`src/rtl/bsg_manycore_eva_to_npa.sv`:
```
// Translates an effective virtual byte address into a mesh coordinate plus endpoint word address.
// Latency: 0 cycles (purely combinational, no state); no flow control, so no backpressure.
module bsg_manycore_eva_to_npa #(
    parameter int data_width_p                 = 32,
    parameter int addr_width_p                 = 28,
    parameter int x_cord_width_p               = 6,
    parameter int y_cord_width_p               = 6,
    parameter int num_tiles_x_p                = 4,
    parameter int num_tiles_y_p                = 4,
    parameter int vcache_block_size_in_words_p = 8,
    parameter int vcache_size_p                = 1024,
    parameter int vcache_sets_p                = 64
) (
    input  logic                      clk_i,
    input  logic                      reset_i,
    input  logic [data_width_p-1:0]   eva_i,
    input  logic                      dram_enable_i,
    input  logic [x_cord_width_p-1:0] tgo_x_i,
    input  logic [y_cord_width_p-1:0] tgo_y_i,
    input  logic [x_cord_width_p-1:0] tg_dim_x_width_i,
    input  logic [y_cord_width_p-1:0] tg_dim_y_width_i,
    output logic [x_cord_width_p-1:0] x_cord_o,
    output logic [y_cord_width_p-1:0] y_cord_o,
    output logic [addr_width_p-1:0]   epa_o,
    output logic                      is_invalid_addr_o
);

    localparam int LGX = $clog2(num_tiles_x_p);
    localparam int W   = $clog2(vcache_block_size_in_words_p);
    localparam int VAW = $clog2(vcache_size_p);
    // Everything is computed in a wide staging width so field selects and
    // truncation/extension to the port widths never depend on parameter values.
    localparam int SW  = 64;

    localparam int              NODRAM_LSB  = 2 + VAW + LGX;
    localparam logic [SW-1:0]   NODRAM_MASK = ((SW'(1) << 31) - SW'(1))
                                            & ~((SW'(1) << NODRAM_LSB) - SW'(1));
    localparam logic [SW-1:0]   DRAM_Y      = SW'(num_tiles_y_p + 1);

    logic [SW-1:0] w_eva;
    logic [SW-1:0] w_tg_mask_x;
    logic [SW-1:0] w_tg_mask_y;
    logic [SW-1:0] w_x;
    logic [SW-1:0] w_y;
    logic [SW-1:0] w_epa;
    logic          w_invalid;
    logic          w_unused;

    assign w_eva       = SW'(eva_i);
    assign w_tg_mask_x = (SW'(1) << tg_dim_x_width_i) - SW'(1);
    assign w_tg_mask_y = (SW'(1) << tg_dim_y_width_i) - SW'(1);

    // Default is the invalid encoding, so every unmatched path yields all-zero outputs.
    always_comb begin
        w_x       = '0;
        w_y       = '0;
        w_epa     = '0;
        w_invalid = 1'b1;
        if (w_eva[31]) begin
            if (dram_enable_i) begin
                w_x       = SW'(w_eva[2+W +: LGX]);
                w_y       = w_eva[2+W+LGX] ? DRAM_Y : '0;
                w_epa     = SW'({w_eva[3+W+LGX +: VAW-W], w_eva[2 +: W]});
                w_invalid = 1'b0;
            end else if ((w_eva & NODRAM_MASK) == '0) begin
                w_x       = SW'(w_eva[2+VAW +: LGX]);
                w_y       = DRAM_Y;
                w_epa     = SW'(w_eva[2 +: VAW]);
                w_invalid = 1'b0;
            end
        end else if (w_eva[30]) begin
            w_x       = SW'(w_eva[23:18]);
            w_y       = SW'(w_eva[29:24]);
            w_epa     = SW'(w_eva[17:2]);
            w_invalid = 1'b0;
        end else if (w_eva[29]) begin
            // Sums wrap naturally when the low coordinate bits are taken below.
            w_x       = SW'(tgo_x_i) + (SW'(w_eva[23:18]) & w_tg_mask_x);
            w_y       = SW'(tgo_y_i) + (SW'(w_eva[28:24]) & w_tg_mask_y);
            w_epa     = SW'(w_eva[17:2]);
            w_invalid = 1'b0;
        end
    end

    assign x_cord_o          = w_x[x_cord_width_p-1:0];
    assign y_cord_o          = w_y[y_cord_width_p-1:0];
    assign epa_o             = w_epa[addr_width_p-1:0];
    assign is_invalid_addr_o = w_invalid;

    // Clock and reset exist only for port compatibility; they never reach the outputs.
    assign w_unused = ^{clk_i, reset_i, w_eva,
                        w_x[SW-1:x_cord_width_p], w_y[SW-1:y_cord_width_p],
                        w_epa[SW-1:addr_width_p]};

endmodule

```
`config.mk`:
```
export PLATFORM = sky130hd
export DESIGN_NAME = bsg_manycore_eva_to_npa
export DESIGN_NICKNAME = d
export VERILOG_FILES = /design/src/rtl/bsg_manycore_eva_to_npa.sv
export SDC_FILE = /design/constraint.sdc
export NUM_CORES = 1
export LEC_CHECK = 0
export CORE_AREA = 2 2 54 56
export DETAILED_ROUTE_END_ITERATION = 8
export DIE_AREA = 0 0 56 58
export DONT_BUFFER_PORTS = 1
export GPL_TIMING_DRIVEN = 0
export PLACE_DENSITY_LB_ADDON = 0.05
export SETUP_SLACK_MARGIN = 0.15
export SYNTH_ARGS = -nofsm -noshare
export SYNTH_HDL_FRONTEND = slang
export SYNTH_SLANG_ARGS = --single-unit
```
`constraint.sdc`:
```
create_clock -name vclk -period 3.6
set_clock_uncertainty 0.2 [all_clocks]
set_input_delay 0.36 -clock vclk [all_inputs]
set_output_delay 0.36 -clock vclk [all_outputs]
set_load 0.05 [all_outputs]
```
==> key figures <==
Status
  • Outcome: finished clean

Cells and area
  • Final Util: between 50 and 60%
  • Area grow syn2layout: 35.9%
  • Seq Cell Count: 0
  • Area occupied by registers: 0 µm²
  • Ant diodes: 0
  • Multi-input gate area: 0.00136 mm²
  • Nets: approximately 260
  • Layout cells sized above 1: about a third
  • Clock buffer cells: 0
  • # fillers: 257
  • Final Non-Filler Cells: 213

Logic synthesis
  • Area fraction of the dominant cell type after synthesis: 13.0%
  • Post-Syn Instances: between 150 and 200
  • Mean post-synth cell area: between 6 and 7 µm²
  • Yosys cell types: 39
  • Main area contributors after synthesis: ha_1, buf_4, and2_1
  • Post-synthesis sequential area ratio: 0%
  • Synthesis Warnings: 0
  • Synth area leader: ha_1
  • Post-Syn Area: 0.00115 mm²

Power and ir drop
  • Switching portion of total power: ~67%
  • Clock share of power: 0%
  • Seq pwr share: 0%
  • Leak: ~0.00060 µW
  • Psw: between 150 and 200 µW
  • Comb pwr share: 100.0%
  • P_int: around 96 µW
  • Power per standard cell area: 188 mW/mm²
  • VDD IR max: approximately 0.15 mV

STA
  • Fin Setup TNS: 0 ps
  • Post-route clock period utilization: 96.5%
  • Worst slew margin: slightly below 20%
  • Fmax: roughly 290 MHz
  • Final count of hold timing violations: 0
  • Max-slew violation count: 0
  • Final min period: 3470 ps
  • Setup Viol. Count Final: 0
  • Worst-margin pin slew: around 1200 ps
  • RSZ-0062 raised after global routing: true

Route
  • Vias: roughly 1200
  • Vias per inst: roughly 5.8
  • Post-route DRC: 0
  • Antenna viol nets, final: 0
  • DRT Pass-1 Iters: 4
  • DRT Wirelength: ~3500 µm
  • WL/cell: 16.7 µm
  • Drt first-iter violations: 44

Global routing
  • Largest net degree at the start of global routing: 11
  • Total Routing Usage GR: 18.9%
  • Initial antenna violation count: 0
  • First-pass GRT wire length: around 5100 µm
  • Total gr overflow: 0
  • Vias in the first global route: around 1200

Floorplan
  • Core area: 0.00266 mm²
  • Die height: slightly below 60 µm
  • IO Count: 100
  • Die width: about 56 µm
  • Starting Density: between 40% and 50%
  • Row cnt: 19
  • Die footprint: roughly 0.0032 mm²

Worst setup path
  • Startpoint Class: input port
  • CP Capture Type: output port
  • Req. time, crit path: between 3000 and 4000 ps
  • Setup crit start: tg_dim_x_width_i[4]
  • Crit Path Class: input port to output port
  • Top fanout value on the critical path: 3
  • WP data arrival: ~2900 ps

Clock tree
  • CTS Hold Bufs: 0

Hold path
  • Hold Startpoint: eva_i[29]
  • WHS Path Cells: 2
  • Hold Crit Class: input port to output port

Run
  • Max-cap viol count: 0

Placed design
  • RD Place Congestion: 0.824
  • Final HPWL DP: ~2800 µm
  • # placed instances: 210
  • IO Port Bufs: 0
logic make-up (layout without fill, tap and decap cells):
logic type	Yosys count	count (layout)	share of synthesized area, %
xor gates and xnor gates	5	5	3.80
and+or+nand+nor	72	72	36.8
adders and majority gates	14	14	16.5
other	1	12	0.325
buffers and inverters	25	28	12.2
AOI/OAI and AO/OA	51	51	30.4
critical path: stages:
cell and delay (ps):
or3_4 360, buf_6 130, nor3_4 140, nand2_2 100
ha_4 270, nand2b_4 130, inv_2 40, ha_4 220
a211oi_4 220, o21bai_1 120, a21oi_2 190, xnor2_2 110
o31ai_4 520
synth_stat cells (all sizes together), types with 2 or more instances:
master,number
ha,12
and2,14
nand3,2
o31ai,2
a211oi,4
nor2,7
nand4bb,2
nor4,4
nand2b,5
inv,7
xor2,4
nand2,8
a21oi,11
clkbuf,5
nor2b,11
buf,13
o21a,3
fa,2
nand3b,2
a21o,4
a22oi,5
o21ai,10
nor3,9
or3,3
o21bai,2
a22o,8
final timing paths:
check and end:
max x_cord_o[5], min x_cord_o[4]
what timing repair did:
| action | 4_1_cts | 5_1_grt |
|---|---|---|
| buffers inserted | 3 | 0 |
| pin swaps | 11 | 13 |
| gates resized for setup | 13 | 23 |
| cloned | 0 | 0 |
| endpoints found under the setup margin | 8 | 7 |
final cells by class:
type               count  area share (%)
multi-input cells    154            86.7
inverters              7            1.68
repair buffers         3            1.44
plain buffers         18            7.67
well taps             31            2.48
power groups by stage:
stage | logic [µW] | clock network (µW) | registers (µW)
floorplan | 237 | 0 | 0
global placement | 256 | 0 | 0
detailed placement | 260 | 0 | 0
CTS | 269 | 0 | 0
global route | 312 | 0 | 0
finish | 294 | 0 | 0
placed cells by master, fill, tap and decap left out, types with 6 or more instances in the layout:
cell type	instances
conb_1	12
nand2_1	6
ha_1	7
inv_1	6
nor2_1	6
nor2b_1	8
buf_4	15
and2_1	11
a22o_1	8
nor3_1	6
stage by stage:
step                hold slack (ps)  area, µm²  setup slack (ps)  power (µW)
floorplan                       725       1320              82.4         237
global placement                732       1360              -120         256
detailed placement              738       1360              -216         260
CTS                             738       1440               131         269
global route                    732       1570             -17.3         312
finish                          726       1570               126         294
layer usage:
metal | share of wire, % | vias to the layer above | track usage, %
li1 | - | 619 | -
met1 | 37 | 569 | 23.3
met2 | 53 | 56 | 34.6
met3 | 9.0 | 2 | 4.69
met4 | 0.59 | 0 | 2.04
met5 | 0 | - | 0
Note: power is estimated with default switching activity, not from simulation.
